$ cat config.mk
export PLATFORM = sky130hd
export DESIGN_NAME = fetch_stage
export DESIGN_NICKNAME = d
export VERILOG_FILES = /design/src/rtl/fetch_stage_pkg.sv /design/src/rtl/fetch_stage_btb.sv /design/src/rtl/fetch_stage.sv
export SDC_FILE = /design/constraint.sdc
export NUM_CORES = 1
export LEC_CHECK = 0
export BUFFER_PORTS_ARGS = -buffer_cell sky130_fd_sc_hd__buf_2
export CAP_MARGIN = 30
export CORE_AREA = 2 2 203 205
export CTS_BUF_LIST = sky130_fd_sc_hd__clkbuf_2 sky130_fd_sc_hd__clkbuf_4 sky130_fd_sc_hd__clkbuf_8
export CTS_CLUSTER_DIAMETER = 40
export CTS_CLUSTER_SIZE = 20
export DETAILED_ROUTE_END_ITERATION = 8
export DIE_AREA = 0 0 205 207
export PLACE_DENSITY = 0.55
export SLEW_MARGIN = 20
export SYNTH_ARGS = -nofsm -noshare
export SYNTH_HDL_FRONTEND = slang
export SYNTH_HIERARCHICAL = 1
export SYNTH_SLANG_ARGS = --single-unit
$ cat constraint.sdc
create_clock -name i_clk -period 9 [get_ports i_clk]
set_input_delay 1.8 -clock i_clk [delete_from_list [all_inputs] [get_ports i_clk]]
set_output_delay 1.8 -clock i_clk [all_outputs]
set_load 0.005 [all_outputs]
$ cat src/rtl/fetch_stage_pkg.sv
// Shared definitions for the fetch stage: bubble encoding, BTB counter states, BTB entry layout.
package fetch_stage_pkg;

   localparam int unsigned BTB_WAYS   = 4;
   localparam int unsigned BTB_AW_MAX = 64;
   localparam logic [31:0] NOP_INSTR  = 32'h0000_0013;

   typedef enum logic [1:0] {
      CNT_SNT = 2'd0,
      CNT_WNT = 2'd1,
      CNT_WT  = 2'd2,
      CNT_ST  = 2'd3
   } ctr_e;

   // Tag and target are stored at maximum width; narrower configurations zero-extend.
   typedef struct packed {
      logic                  valid;
      logic [BTB_AW_MAX-1:0] tag;
      logic [BTB_AW_MAX-1:0] target;
      ctr_e                  ctr;
   } btb_entry_t;

   function automatic ctr_e ctr_next(input ctr_e c, input logic taken);
      ctr_e n;
      n = c;
      if (taken) begin
         if (c != CNT_ST) n = ctr_e'(c + 2'd1);
      end else begin
         if (c != CNT_SNT) n = ctr_e'(c - 2'd1);
      end
      return n;
   endfunction

endpackage

$ cat src/rtl/fetch_stage_btb.sv
// 4-way set-associative branch target buffer with 2-bit counters and per-set round-robin replacement.
module fetch_stage_btb
   import fetch_stage_pkg::*;
#(
   parameter int unsigned ADDR_WIDTH = 64,
   parameter int unsigned BTB_SETS   = 16
) (
   input  logic                  i_clk,
   input  logic                  i_arst,
   input  logic [ADDR_WIDTH-1:0] i_pc,
   output logic                  o_taken,
   output logic [ADDR_WIDTH-1:0] o_target,
   output logic [1:0]            o_way,
   input  logic                  i_upd,
   input  logic [ADDR_WIDTH-1:0] i_upd_pc,
   input  logic [ADDR_WIDTH-1:0] i_upd_target,
   input  logic [1:0]            i_upd_way,
   input  logic                  i_upd_taken
);

   localparam int unsigned IDX_W = $clog2(BTB_SETS);
   localparam int unsigned TAG_W = ADDR_WIDTH - 2 - IDX_W;

   btb_entry_t r_mem [BTB_SETS][BTB_WAYS];
   logic [1:0] r_rr  [BTB_SETS];

   logic [IDX_W-1:0]      w_idx;
   logic [IDX_W-1:0]      w_uidx;
   logic [BTB_AW_MAX-1:0] w_tag;
   logic [BTB_AW_MAX-1:0] w_utag;
   logic                  w_uhit;
   logic                  w_unused_bits;

   assign w_idx         = i_pc[2 +: IDX_W];
   assign w_uidx        = i_upd_pc[2 +: IDX_W];
   assign w_tag         = BTB_AW_MAX'(i_pc[ADDR_WIDTH-1 -: TAG_W]);
   assign w_utag        = BTB_AW_MAX'(i_upd_pc[ADDR_WIDTH-1 -: TAG_W]);
   assign w_unused_bits = ^{i_pc[1:0], i_upd_pc[1:0]};

   always_comb begin
      o_taken  = 1'b0;
      o_target = '0;
      o_way    = r_rr[w_idx];
      for (int unsigned w = 0; w < BTB_WAYS; w++) begin
         if (r_mem[w_idx][w].valid && (r_mem[w_idx][w].tag == w_tag)) begin
            o_taken  = r_mem[w_idx][w].ctr[1];
            o_target = r_mem[w_idx][w].target[ADDR_WIDTH-1:0];
            o_way    = 2'(w);
         end
      end
   end

   assign w_uhit = r_mem[w_uidx][i_upd_way].valid && (r_mem[w_uidx][i_upd_way].tag == w_utag);

   always_ff @(posedge i_clk or posedge i_arst) begin
      if (i_arst) begin
         for (int unsigned s = 0; s < BTB_SETS; s++) begin
            r_rr[s] <= '0;
            for (int unsigned w = 0; w < BTB_WAYS; w++) begin
               r_mem[s][w] <= '0;
            end
         end
      end else if (i_upd) begin
         if (w_uhit) begin
            r_mem[w_uidx][i_upd_way].ctr <= ctr_next(r_mem[w_uidx][i_upd_way].ctr, i_upd_taken);
            if (i_upd_taken) r_mem[w_uidx][i_upd_way].target <= BTB_AW_MAX'(i_upd_target);
         end else begin
            r_mem[w_uidx][i_upd_way] <= '{valid:  1'b1,
                                          tag:    w_utag,
                                          target: BTB_AW_MAX'(i_upd_target),
                                          ctr:    (i_upd_taken ? CNT_WT : CNT_WNT)};
            r_rr[w_uidx] <= r_rr[w_uidx] + 2'd1;
         end
      end
   end

endmodule

$ cat src/rtl/fetch_stage.sv
// RV64 instruction fetch stage: PC, next-PC selection and fetch/decode register.
// Define BTB_EN to enable branch target buffer prediction; otherwise always predicts not-taken.
module fetch_stage
   import fetch_stage_pkg::*;
#(
   parameter int unsigned           ADDR_WIDTH  = 64,
   parameter int unsigned           INSTR_WIDTH = 32,
   parameter int unsigned           BTB_SETS    = 16,
   parameter logic [ADDR_WIDTH-1:0] RESET_PC    = '0
) (
   input  logic                   i_clk,
   input  logic                   i_arst,
   input  logic [INSTR_WIDTH-1:0] i_instr,
   input  logic                   i_instr_valid,
   input  logic                   i_stall_fetch,
   input  logic                   i_flush_dec,
   input  logic                   i_branch_mispred,
   input  logic [ADDR_WIDTH-1:0]  i_pc_new,
   input  logic                   i_btb_update,
   input  logic [ADDR_WIDTH-1:0]  i_pc_exec,
   input  logic [ADDR_WIDTH-1:0]  i_pc_target_exec,
   input  logic [1:0]             i_btb_way_exec,
   input  logic                   i_branch_taken_exec,
   output logic [ADDR_WIDTH-1:0]  o_imem_addr,
   output logic [INSTR_WIDTH-1:0] o_instruction,
   output logic [ADDR_WIDTH-1:0]  o_pc,
   output logic [ADDR_WIDTH-1:0]  o_pc_plus4,
   output logic [ADDR_WIDTH-1:0]  o_pc_target_pred,
   output logic [1:0]             o_btb_way,
   output logic                   o_branch_pred_taken
);

   logic [ADDR_WIDTH-1:0]  r_pc;
   logic [INSTR_WIDTH-1:0] r_instr;
   logic [ADDR_WIDTH-1:0]  r_fd_pc;
   logic [ADDR_WIDTH-1:0]  r_fd_pc_plus4;
   logic [ADDR_WIDTH-1:0]  r_fd_target;
   logic [1:0]             r_fd_way;
   logic                   r_fd_taken;

   logic [ADDR_WIDTH-1:0]  w_pc_plus4;
   logic                   w_pred_taken;
   logic [ADDR_WIDTH-1:0]  w_pred_target;
   logic [1:0]             w_pred_way;

   assign w_pc_plus4 = r_pc + ADDR_WIDTH'(4);

`ifdef BTB_EN
   fetch_stage_btb #(
      .ADDR_WIDTH (ADDR_WIDTH),
      .BTB_SETS   (BTB_SETS)
   ) u_btb (
      .i_clk        (i_clk),
      .i_arst       (i_arst),
      .i_pc         (r_pc),
      .o_taken      (w_pred_taken),
      .o_target     (w_pred_target),
      .o_way        (w_pred_way),
      .i_upd        (i_btb_update),
      .i_upd_pc     (i_pc_exec),
      .i_upd_target (i_pc_target_exec),
      .i_upd_way    (i_btb_way_exec),
      .i_upd_taken  (i_branch_taken_exec)
   );
`else
   logic w_unused_upd;
   assign w_pred_taken  = 1'b0;
   assign w_pred_target = '0;
   assign w_pred_way    = '0;
   assign w_unused_upd  = ^{i_btb_update, i_pc_exec, i_pc_target_exec, i_btb_way_exec, i_branch_taken_exec};
`endif

   // Redirect wins over stall; a cache miss holds the PC like a stall does.
   always_ff @(posedge i_clk or posedge i_arst) begin
      if (i_arst) begin
         r_pc <= RESET_PC;
      end else if (i_branch_mispred) begin
         r_pc <= i_pc_new;
      end else if (!i_stall_fetch && i_instr_valid) begin
         r_pc <= w_pred_taken ? w_pred_target : w_pc_plus4;
      end
   end

   always_ff @(posedge i_clk or posedge i_arst) begin
      if (i_arst) begin
         r_instr       <= INSTR_WIDTH'(NOP_INSTR);
         r_fd_pc       <= '0;
         r_fd_pc_plus4 <= '0;
         r_fd_target   <= '0;
         r_fd_way      <= '0;
         r_fd_taken    <= 1'b0;
      end else if (i_flush_dec || (!i_stall_fetch && !i_instr_valid)) begin
         r_instr       <= INSTR_WIDTH'(NOP_INSTR);
         r_fd_pc       <= '0;
         r_fd_pc_plus4 <= '0;
         r_fd_target   <= '0;
         r_fd_way      <= '0;
         r_fd_taken    <= 1'b0;
      end else if (!i_stall_fetch) begin
         r_instr       <= i_instr;
         r_fd_pc       <= r_pc;
         r_fd_pc_plus4 <= w_pc_plus4;
         r_fd_target   <= w_pred_target;
         r_fd_way      <= w_pred_way;
         r_fd_taken    <= w_pred_taken;
      end
   end

   assign o_imem_addr         = r_pc;
   assign o_instruction       = r_instr;
   assign o_pc                = r_fd_pc;
   assign o_pc_plus4          = r_fd_pc_plus4;
   assign o_pc_target_pred    = r_fd_target;
   assign o_btb_way           = r_fd_way;
   assign o_branch_pred_taken = r_fd_taken;

endmodule

Word level (Yosys, flattened, before mapping)
Cells that the tools add are included.

cells by class
  $add $sub $neg = 1
  multiplexer cells = 14
  reduce and logical (&&, ||, !) cells = 6
  equal/unequal tests = 1

operator list
  cell                   count
  $mux 64                8
  $add 64x3->64 const B  1
  $mux 32                2
  $mux 2                 2
  $logic_and 1x1->1      2
  $logic_not 1->1        2
  $mux 1                 2
  $ne 2x1->1 const B     1
  $reduce_bool 2->1      1
  $logic_or 1x1->1       1

word-level totals
  output and inout port bits = 291
  register bits = 291
  input port bits = 234
  logic and storage cells = 29

Longest topological paths before layout
Gate-level depths: netlist of run 1.

  depth after elaboration = 4
  depth in mapped cells = 7
  depth with buffers taken out = 6

Worst setup path before layout of run 1
No wires, ideal clock.

  path type = input to register
  start point = in i_stall_fetch
  end point = reg r_pc[53] (netlist: o_imem_addr[53])
  required time = 8.931 ns
  cell stages on the path = 5
  arrival = 3.260 ns
  setup time = 0.069 ns
  path buffers = 0
  path slack = 5.670 ns
  path through = nand2b_1 nor4_2 nand2_1 or4_1 nand3_1

between the ends
  cells in the longest elaborated chain, start to end = 3

ends and longest elaborated chain
  what                         RTL line           RTL
  start, declared              fetch_stage.sv:15  input logic i_stall_fetch,
  $logic_not 1->1              -
  $logic_and 1x1->1            fetch_stage.sv:79  end else if (!i_stall_fetch && i_instr_valid) begin
  $reduce_bool 2->1 (no line)  -
  end signal, assigned         fetch_stage.sv:78  r_pc <= i_pc_new;
  end signal, assigned         fetch_stage.sv:80  r_pc <= w_pred_taken ? w_pred_target : w_pc_plus4;
  end, declared                fetch_stage.sv:33  logic [ADDR_WIDTH-1:0] r_pc;

No other way between the ends.
A chain may end at the register's enable or synchronous reset.

Worst setup path in the final report of run 1
  start point = in i_stall_fetch
  end point = reg r_pc[55] (netlist: o_imem_addr[55])

Same word-level chain as after synthesis.

==> results of run 1 <==
==> cell usage after synthesis, types with 2 or more instances <==
cell                       number
sky130_fd_sc_hd__a32oi_1        4
sky130_fd_sc_hd__buf_1          3
sky130_fd_sc_hd__dfrtp_1      219
sky130_fd_sc_hd__a21o_1         3
sky130_fd_sc_hd__nor4_1         8
sky130_fd_sc_hd__nand3_1       56
sky130_fd_sc_hd__a22oi_1        4
sky130_fd_sc_hd__or3_1          7
sky130_fd_sc_hd__nor2_1        33
sky130_fd_sc_hd__or2_2          3
sky130_fd_sc_hd__or4_1         21
sky130_fd_sc_hd__dfstp_2        3
sky130_fd_sc_hd__o22a_1         3
sky130_fd_sc_hd__o31ai_1        5
sky130_fd_sc_hd__inv_1          6
sky130_fd_sc_hd__mux2_2         4
sky130_fd_sc_hd__buf_2         12
sky130_fd_sc_hd__nor4_4         2
sky130_fd_sc_hd__and2_1         9
sky130_fd_sc_hd__a221o_1        2
sky130_fd_sc_hd__o311ai_0       2
sky130_fd_sc_hd__and4_1         6
sky130_fd_sc_hd__buf_4         70
sky130_fd_sc_hd__a22o_1        86
sky130_fd_sc_hd__a31oi_1       11
sky130_fd_sc_hd__xnor2_1       29
sky130_fd_sc_hd__and3_1         6
sky130_fd_sc_hd__o21ai_0       99
sky130_fd_sc_hd__or4b_1         2
sky130_fd_sc_hd__nor3_1        21
sky130_fd_sc_hd__nor4_2         7
sky130_fd_sc_hd__nand4_1       49
sky130_fd_sc_hd__clkbuf_1      75
sky130_fd_sc_hd__nand2b_1       3
sky130_fd_sc_hd__nand4_4        2
sky130_fd_sc_hd__nor2b_1        4
sky130_fd_sc_hd__nand2_1      151
sky130_fd_sc_hd__clkbuf_2       2
sky130_fd_sc_hd__xor2_1        63
sky130_fd_sc_hd__o211ai_1       7
==> layer usage <==
| metal | up-vias | global-route usage | wire [µm] |
|---|---|---|---|
| li1 | 4453 | - | - |
| met1 | 4819 | 0.242 | 17200 |
| met2 | 418 | 0.281 | 18100 |
| met3 | 63 | 0.0508 | 3230 |
| met4 | 4 | 0.0585 | 985 |
| met5 | - | 0 | 30 |
==> power by group <==
group,internal [mW],switching (mW)
Clock,0.632,0.505
Sequential,1.05,0.0927
Combinational,0.113,0.154
Total,1.80,0.751
==> worst reg2reg max path, stage by stage, from the launching register on <==
cell,delay (ps)
sky130_fd_sc_hd__dfrtp_1,570
sky130_fd_sc_hd__nand4_1,360
sky130_fd_sc_hd__nor3_1,820
sky130_fd_sc_hd__nand4_1,780
sky130_fd_sc_hd__or4_1,710
sky130_fd_sc_hd__a31oi_1,170
==> final timing paths <==
| kind | from | endpoint | slack [ps] |
|---|---|---|---|
| worst min register to register | o_pc_plus4[57] | o_pc_plus4[57] | 470 |
| worst min-delay path | o_pc_plus4[57] | o_pc_plus4[57] | 470 |
| worst max-delay path | i_stall_fetch | o_imem_addr[55] | 5040 |
| worst max register to register | o_imem_addr[34] | o_imem_addr[63] | 5510 |
| max in group asynchronous | i_arst | o_imem_addr[25] | 6280 |
| min in group asynchronous | i_arst | o_pc[48] | 1170 |
==> final cells by class <==
type	instances	area share
Timing Repair Buffer	347	0.132
Tap cell	532	0.0481
Sequential cell	222	0.401
Clock buffer	51	0.0489
Clock inverter	24	0.0203
Antenna cell	2	0.000361
Multi-Input combinational cell	787	0.347
Inverter	7	0.00244
==> per-stage QoR <==
| stage | std cells | setup WS [ps] | total power, mW | cell area [µm²] | utilization |
|---|---|---|---|---|---|
| after floorplan | 1178 | 1130 | 1.30 | 11300 | - |
| after global placement | 1893 | 4520 | 1.43 | 12800 | 0.318 |
| after detailed placement | 1893 | 4430 | 1.43 | 12800 | 0.318 |
| after CTS | 1968 | 5090 | 2.59 | 13800 | 0.342 |
| after global routing | 1971 | 4940 | 2.68 | 13800 | 0.343 |
| final | 1972 | 5040 | 2.55 | 13900 | 0.343 |
==> kinds of logic (layout without fill, tap and decap cells) <==
group,count (synthesis),after routing,synth area share
xor gates and xnor gates,92,92,0.0732
and+or+nand+nor,394,394,0.189
buffers and inverters,169,429,0.0831
muxes,5,5,0.00500
DFF,222,222,0.505
other,1,69,0.000341
adders and majority gates,1,1,0.00114
AOI/OAI and AO/OA,228,228,0.143
==> state kept, by name, summed over array words and instances, names as in the netlist <==
register,flops
o_instruction,32
o_imem_addr,64
o_pc,64
o_pc_plus4,62
==> out/metrics.csv, run 1 <==
stage,metric,value,unit
detailed_routing,post_drt_via_cell_ratio,4.95,
floorplan,core.rowCount,74,
min_path,timing.hold.worst_path_depth,2,
floorplan,fp.dieArea,0.0424,mm²
global_routing,grt_antenna_before_repair,5,
setup_path,timing_worst_setup_path_type,in2reg,
final_layout,layout.cells.most_common,sky130_fd_sc_hd__buf_2,
floorplan,top_level_ports,525,
final_layout,layout_area_overhead,25.9,%
global_routing,grt_util_all_layers,0.181,
floorplan,floorplan.initialDensity,0.273,
outcome,outcome,"complete, no violations",
power_and_ir_drop,leakagePower,6.56,nW
logic_synthesis,synth_enable_flop_cells,0,
global_routing,grt_first_pass_wirelength,58500,µm
clock_network,cts_tree,built,
logic_synthesis,yosysWarnings,6,
clock_network,cts.root.buffer_cell,sky130_fd_sc_hd__clkbuf_8,
floorplan,die_w,205,µm
setup_path,worstPathMaxFanout,18,
setup_path,worst_path_largest_cell_delay,680,ps
setup_path,worst_setup_path_end_kind,register,
setup_path,critical_path_buf_inv_count,2,
final_layout,mostFrequentLayoutCells,"sky130_fd_sc_hd__buf_2, sky130_fd_sc_hd__dfrtp_1, sky130_fd_sc_hd__nand2_1",
sta,post-route-min-period,3960,ps
clock_network,cts_htree_levels,2,
final_layout,layout.nets,1642,
place,io_buffer_count,325,
final_layout,multi_input_comb_area,0.00480,mm²
clock_network,clock_latency,620,ps
floorplan,die_height,207,µm
sta,final_worst_path_period_share,0.440,
floorplan,core_area,0.0404,mm²
sta,relative_slew_margins,0.399,
global_routing,grt_pass1_vias,9231,
final_layout,fillCellCount,4222,
power_and_ir_drop,power_density,184,mW/mm²
sta,fin_skew,33.2,ps
global_routing,grt_start_max_net_pins,120,
sta,setup_tns_final,0,ps
min_path,worstHoldPathType,reg2reg,
clock_network,cts_buffer_depth,3,
setup_path,crit_required,9540,ps
clock_network,cts_clk_pin_slew_worst_paths,60,ps
logic_synthesis,synth.top_cells.by_area,"sky130_fd_sc_hd__dfrtp_1, sky130_fd_sc_hd__a22o_1, sky130_fd_sc_hd__nand2_1",
detailed_routing,vias,9757,
setup_path,critical-path-top-cell-by-count,sky130_fd_sc_hd__nand3_1,
logic_synthesis,ys_seq_area_frac,0.505,
clock_network,cts_hold_repair_buffers,0,
clock_network,post-cts-setup-buffers,0,
logic_synthesis,most_instantiated_flip_flop_cell_in_the_synthesis_netlist,sky130_fd_sc_hd__dfrtp_1,
global_routing,globalRouteOverflowTotal,0,
sta,max_freq,252,MHz
setup_path,crit_arrival,4500,ps
place,dp.final_hpwl,27600,µm
clock_network,cts_buffers,42,
detailed_routing,first_iter_violations,573,
final_layout,drive_gt1_frac,0.314,
power_and_ir_drop,irDropWorstVdd,0.0837,mV
setup_path,startpoint_type,primary input,
setup_path,critPathTopFamily,simple AND/OR/NAND/NOR gates,
sta,final-setup-viol-count,0,
logic_synthesis,synth_cells,1112,
logic_synthesis,post_synth_instance_area,0.0110,mm²
sta,grt_setup_unrepaired,false,
detailed_routing,postRouteWirelength,39500,µm
detailed_routing,number_of_nets_still_failing_antenna_checks_after_routing,0,
setup_path,critical-path-slowest-cell,sky130_fd_sc_hd__or4b_2,
logic_synthesis,synth_cell_type_count,50,
logic_synthesis,synth_area_leader_cell,sky130_fd_sc_hd__dfrtp_1,
logic_synthesis,ys_seq_elements,222,
setup_path,worstRegToRegCells,5,
sta,max_slew.worst_pin.slew,899,ps
sta,timing.hold.ws,474,ps
logic_synthesis,avgSynthCellArea,9.89,µm²
logic_synthesis,postSynth.asyncResetShare,1.00,
sta,timing_max_transition_violations_final,0,
setup_path,cp_num_cells,7,
setup_path,crit_path_cell_trace,"buf_2, nand2b_1, buf_4, nor3_1, nand3_1, or4b_2, nand3_1",
clock_network,clock_sink_count,222,
detailed_routing,routed_wire_length_per_instance,20.0,µm
place,gp_routability_congestion,0.801,
logic_synthesis,yosysTopAreaCellShare,0.498,
final_layout,register_area,0.00556,mm²
sta,hold_viol_final,0,
flow_run,timing.max_cap.violations,0,
clock_network,ctsResizeCount,0,
detailed_routing,total_drc_errors_in_the_routed_layout,0,
detailed_routing,first_pass_iters,5,
Note: power is estimated with default switching activity, not from simulation.
==> run 2: changes to the inputs <==
ABC_AREA = 1   (was default)
clock period = 4 ns   (was 9 ns; I/O delays follow)
==> out/metrics.csv, run 2 <==
stage,metric,value,unit
place,gp_routability_congestion,0.891,
floorplan,core_area,0.0404,mm²
power_and_ir_drop,seq_power_share,0.434,
detailed_routing,first_pass_iters,6,
detailed_routing,routed_wire_length_per_instance,18.8,µm
global_routing,grt_util_all_layers,0.198,
logic_synthesis,yosysWarnings,6,
logic_synthesis,synth_area_leader_cell,sky130_fd_sc_hd__dfrtp_1,
clock_network,ctsResizeCount,0,
logic_synthesis,ys_seq_elements,222,
clock_network,cts_htree_levels,2,
clock_network,clock_latency,610,ps
global_routing,grt_first_pass_wirelength,63200,µm
logic_synthesis,post_synth_instance_area,0.0110,mm²
floorplan,top_level_ports,525,
clock_network,cts_buffers,44,
setup_path,crit_path_cell_trace,"nand2_1, nor2_1, nand2_1, nor2_1, nand2_1, o21ai_0, nand2_1, nand2_1, nand2_1",
setup_path,startpoint_type,register,
sta,final_worst_path_period_share,0.590,
outcome,outcome,"complete, no violations",
setup_path,crit_required,4480,ps
power_and_ir_drop,leakagePower,7.37,nW
clock_network,clock_sink_count,222,
final_layout,fillCellCount,4322,
power_and_ir_drop,pwr-share-clk,0.441,
final_layout,layout.nets,1948,
setup_path,critical-path-slowest-cell,sky130_fd_sc_hd__dfrtp_1,
floorplan,floorplan.initialDensity,0.272,
logic_synthesis,synth_most_common_cell,sky130_fd_sc_hd__nand2_1,
setup_path,worst_setup_path_endpoint,o_pc_plus4[59],
detailed_routing,number_of_nets_still_failing_antenna_checks_after_routing,0,
final_layout,layout.cells.non_filler,2281,
clock_network,cts_hold_repair_buffers,0,
global_routing,globalRouteOverflowTotal,0,
final_layout,antenna_cells_inserted,0,
detailed_routing,total_drc_errors_in_the_routed_layout,0,
detailed_routing,postRouteWirelength,42900,µm
setup_path,worst_setup_path_end_kind,register,
final_layout,mostFrequentLayoutCells,"sky130_fd_sc_hd__nand2_1, sky130_fd_sc_hd__buf_2, sky130_fd_sc_hd__dfrtp_1",
clock_network,cts.root.buffer_cell,sky130_fd_sc_hd__clkbuf_8,
detailed_routing,post_drt_via_cell_ratio,4.54,
logic_synthesis,synth_enable_flop_cells,0,
clock_network,cts_buffer_depth,3,
global_routing,grt_pass1_vias,10154,
logic_synthesis,yosysTopAreaCellShare,0.500,
power_and_ir_drop,power.switching,1.79,mW
power_and_ir_drop,switching_share,0.307,
sta,max_freq,424,MHz
setup_path,worstReg2RegEnd,o_pc_plus4[59],
sta,grt_setup_unrepaired,false,
logic_synthesis,ys_seq_area_frac,0.507,
sta,fin_skew,32.9,ps
final_layout,layout.cells.most_common,sky130_fd_sc_hd__nand2_1,
power_and_ir_drop,irDropWorstVdd,0.180,mV
setup_path,worstRegToRegCells,9,
floorplan,fp.dieArea,0.0424,mm²
logic_synthesis,synth.top_cells.by_area,"sky130_fd_sc_hd__dfrtp_1, sky130_fd_sc_hd__nand2_1, sky130_fd_sc_hd__o21ai_0",
sta,timing_max_transition_violations_final,0,
place,io_buffer_count,325,
setup_path,crit_arrival,2830,ps
sta,hold_viol_final,0,
sta,final-setup-viol-count,0,
setup_path,critical-path-top-cell-by-count,sky130_fd_sc_hd__nand2_1,
place,place_inst,2198,
clock_network,cts_tree,built,
detailed_routing,first_iter_violations,670,
logic_synthesis,postSynth.asyncResetShare,1.00,
power_and_ir_drop,power_density,420,mW/mm²
sta,max_slew.worst_pin.slew,960,ps
global_routing,grt_antenna_before_repair,1,
min_path,worstHoldPathType,in2async,
logic_synthesis,avgSynthCellArea,7.90,µm²
global_routing,grt_start_max_net_pins,157,
final_layout,drive_gt1_frac,0.254,
final_layout,layout_area_overhead,27.0,%
detailed_routing,vias,10360,
logic_synthesis,synth.cells.most_frequent,"sky130_fd_sc_hd__nand2_1, sky130_fd_sc_hd__dfrtp_1, sky130_fd_sc_hd__o21ai_0",
sta,setup_tns_final,0,ps
sta,relative_slew_margins,0.360,
clock_network,cts_clk_pin_slew_worst_paths,70,ps
power_and_ir_drop,cellInternalPower,4.05,mW
flow_run,timing.max_cap.violations,0,
setup_path,worst_r2r_startpoint,o_imem_addr[27],
sta,post-route-min-period,2360,ps
setup_path,worst_path_largest_cell_delay,530,ps
setup_path,worstPathMaxFanout,5,
logic_synthesis,most_instantiated_flip_flop_cell_in_the_synthesis_netlist,sky130_fd_sc_hd__dfrtp_1,
setup_path,rrSetupSlack,1640,ps
logic_synthesis,synth_cell_type_count,29,
logic_synthesis,synth_cells,1388,
floorplan,die_w,205,µm
power_and_ir_drop,share_comb_of_total_power,0.125,
place,dp.final_hpwl,30600,µm
power_and_ir_drop,finalPower,5.85,mW
setup_path,timing_worst_setup_path_type,reg2reg,
setup_path,crit_start,o_imem_addr[27],
clock_network,post-cts-setup-buffers,0,
floorplan,core.rowCount,74,
floorplan,die_height,207,µm
-- run 2: cell types whose count changed in the layout (fill, tap and decap cells not counted), sizes merged, moves of 28 or more --
cell   delta
nand4    -44
nand2   +386
o21ai    +42
inv     +103
xnor2    -28
xor2     -33
nor2     +87
a22o     -53
-- run 2: worst min-delay path by stage --
stage / end / slack [ps]
after floorplan: o_pc_plus4[35] / 470
after global routing: o_imem_addr[1] / 180
after global placement: o_pc_plus4[51] / 460
after CTS: o_imem_addr[1] / 160
final: o_imem_addr[1] / 210
after detailed placement: o_pc_plus4[61] / 460
-- run 2: kinds of logic (layout without fill, tap and decap cells) --
| group | Yosys count | in the layout | share of synthesized area |
|---|---|---|---|
| xor gates and xnor gates | 31 | 31 | 0.0248 |
| AOI/OAI and AO/OA | 204 | 204 | 0.112 |
| other | 1 | 67 | 0.000342 |
| buffers and inverters | 232 | 527 | 0.103 |
| and+or+nand+nor | 697 | 697 | 0.252 |
| DFF | 222 | 222 | 0.507 |
| adders and majority gates | 1 | 1 | 0.00114 |
-- run 2: stage by stage --
stage          setup slack, ps   util  hold slack [ps]  area [µm²]
2_1_floorplan              306      -              472       11200
3_3_place_gp              1290  0.320              461       12900
3_5_place_dp              1280  0.320              461       12900
4_1_cts                   1700  0.345              161       13900
5_1_grt                   1480  0.345              180       13900
6_report                  1640  0.345              207       13900
-- run 2: routing by layer --
layer	routed length, µm	up-vias	share of wire	track usage
li1	-	4912	-	-
met1	19200	4948	0.45	0.263
met2	19100	415	0.45	0.310
met3	3080	85	0.072	0.0488
met4	1460	0	0.034	0.0752
met5	0	-	0	0
-- run 2: critical path, delay by kind of cell (launching register included) --
family             cells  cell delay, ps
AOI/OAI and AO/OA      1             200
DFF                    1             530
and+or+nand+nor        8            1490
-- run 2: power groups by stage --
stage          clock network (mW)  registers [mW]  logic (mW)
3_5_place_dp                    0            2.57       0.737
5_1_grt                      2.78            2.55       0.826
4_1_cts                      2.65            2.54       0.741
2_1_floorplan                   0            2.54       0.413
6_report                     2.58            2.54       0.733
3_3_place_gp                    0            2.57       0.731
-- run 2: area by class of cell --
cell class	count	area, µm²	area share
multi-input combinational	1000	4540	0.326
timing repair buffer	334	1750	0.126
sequential	222	5560	0.399
clock inverter	24	231	0.0166
inverter	111	420	0.0302
clock buffer	58	761	0.0546
tap	532	666	0.0478
==> run 3: changes to the inputs <==
clock period = 2.4 ns   (was 4 ns; I/O delays follow)
==> out/metrics.csv, run 3 (synthesized netlist as in run 2, its figures left out) <==
stage,metric,value,unit
setup_path,timing_worst_setup_path_type,reg2reg,
floorplan,core_area,0.0404,mm²
setup_path,rrSetupSlack,250,ps
outcome,outcome,"complete, no violations",
place,dp.final_hpwl,32100,µm
place,place_inst,2222,
global_routing,globalRouteOverflowTotal,0,
global_routing,grt_start_max_net_pins,91,
clock_network,cts_hold_repair_buffers,1,
power_and_ir_drop,leakagePower,7.53,nW
global_routing,grt_util_all_layers,0.199,
floorplan,die_height,207,µm
min_path,hold_path.startpoint,i_pc_new[23],
sta,final_worst_path_period_share,0.898,
final_layout,layout_area_overhead,28.9,%
power_and_ir_drop,finalPower,9.92,mW
detailed_routing,postRouteWirelength,43000,µm
final_layout,drive_gt1_frac,0.260,
floorplan,top_level_ports,525,
detailed_routing,post_drt_via_cell_ratio,4.50,
global_routing,grt_first_pass_wirelength,63100,µm
clock_network,ctsResizeCount,0,
final_layout,layout.cells.most_common,sky130_fd_sc_hd__nand2_1,
clock_network,clock_latency,600,ps
place,io_buffer_count,325,
sta,grt_setup_unrepaired,false,
detailed_routing,vias,10329,
clock_network,post-cts-setup-buffers,0,
detailed_routing,first_pass_iters,5,
clock_network,cts_clk_pin_slew_worst_paths,70,ps
clock_network,cts_buffer_depth,3,
clock_network,clock_sink_count,222,
global_routing,grt_antenna_before_repair,3,
clock_network,cts_buffers,40,
final_layout,layout.cells.non_filler,2297,
sta,max_slew.worst_pin.slew,631,ps
detailed_routing,total_drc_errors_in_the_routed_layout,0,
sta,final-setup-viol-count,0,
detailed_routing,first_iter_violations,510,
sta,post-route-min-period,2150,ps
detailed_routing,number_of_nets_still_failing_antenna_checks_after_routing,0,
floorplan,die_w,205,µm
flow_run,timing.max_cap.violations,0,
sta,relative_slew_margins,0.579,
floorplan,core.rowCount,74,
sta,hold_viol_final,0,
detailed_routing,routed_wire_length_per_instance,18.7,µm
final_layout,layout.nets,1968,
final_layout,final_core_util,0.350,
setup_path,crit_start,o_imem_addr[2],
setup_path,worstRegToRegCells,10,
min_path,worstHoldPathType,in2reg,
place,gp_routability_congestion,0.900,
setup_path,worst_r2r_startpoint,o_imem_addr[2],
sta,timing_max_transition_violations_final,0,
setup_path,worstReg2RegEnd,o_imem_addr[62],
setup_path,worst_setup_path_endpoint,o_imem_addr[62],
setup_path,crit_arrival,2630,ps
sta,fin_skew,27.2,ps
floorplan,floorplan.initialDensity,0.272,
clock_network,cts_htree_levels,2,
setup_path,crit_required,2880,ps
clock_network,cts_tree,built,
setup_path,startpoint_type,register,
floorplan,fp.dieArea,0.0424,mm²
min_path,timing.hold.worst_path_depth,3,
sta,max_freq,464,MHz
setup_path,worstPathMaxFanout,5,
power_and_ir_drop,power_density,701,mW/mm²
setup_path,worst_setup_path_end_kind,register,
final_layout,mostFrequentLayoutCells,"sky130_fd_sc_hd__nand2_1, sky130_fd_sc_hd__buf_2, sky130_fd_sc_hd__dfrtp_1",
global_routing,grt_pass1_vias,10122,
power_and_ir_drop,irDropWorstVdd,0.284,mV
clock_network,cts.root.buffer_cell,sky130_fd_sc_hd__clkbuf_8,
run 3: cell types whose count changed in the layout (fill, tap and decap cells not counted), sizes merged, moves of 2 or more:
cell / delta
clkinvlp: -11
buf: +23
bufinv: +5
clkinv: +8
clkbuf: -12
diode: +2
run 3: area by class of cell:
cell class | count | area [µm²]
Antenna cell | 2 | 5.00
Clock buffer | 46 | 621
Clock inverter | 26 | 363
Fill cell | 4272 | 26200
Inverter | 111 | 420
Multi-Input combinational cell | 1000 | 4540
Sequential cell | 222 | 5560
Tap cell | 532 | 666
Timing Repair Buffer | 358 | 1960
run 3: critical path, stage by stage (launching register included):
cell                      delay (ps)
sky130_fd_sc_hd__dfrtp_1         420
sky130_fd_sc_hd__ha_1            230
sky130_fd_sc_hd__nand2_2          80
sky130_fd_sc_hd__nor2_4          180
sky130_fd_sc_hd__nand2_4         120
sky130_fd_sc_hd__nor2_2          160
sky130_fd_sc_hd__nand2_1         350
sky130_fd_sc_hd__o21ai_0         290
sky130_fd_sc_hd__nand2_1         100
sky130_fd_sc_hd__nand2_1          70
sky130_fd_sc_hd__nand2_1          50
run 3: through the flow:
stage / cell area [µm²] / setup TNS [ps] / worst slack, ps / hold WS, ps
6_report: 14100 / 0 / 246 / 96.5
5_1_grt: 14100 / 0 / 61.8 / 71.5
4_1_cts: 14100 / 0 / 245 / 57.0
3_5_place_dp: 13100 / 0 / 250 / 462
3_3_place_gp: 13100 / 0 / 262 / 461
2_1_floorplan: 11200 / -213890 / -974 / 472
run 3: power breakdown:
group,leakage (nW),switching [mW],total (mW),internal [mW]
logic,4.09,0.811,1.28,0.466
registers,2.93,0.245,4.21,3.96
clock network,0.507,1.87,4.43,2.56
run 3: how the worst min path moves through the flow:
stage,to,slack (ps)
after detailed placement,o_instruction[5],460
after global placement,o_instruction[6],460
after CTS,o_imem_addr[23],60
after global routing,o_instruction[24],70
final,o_imem_addr[23],100
after floorplan,o_pc_plus4[35],470
run 3: metal layers:
layer | GRT usage | wire length, µm
met2 | 0.318 | 20000
met5 | 0 | 17
met1 | 0.267 | 19200
met3 | 0.0444 | 2890
met4 | 0.0593 | 1020
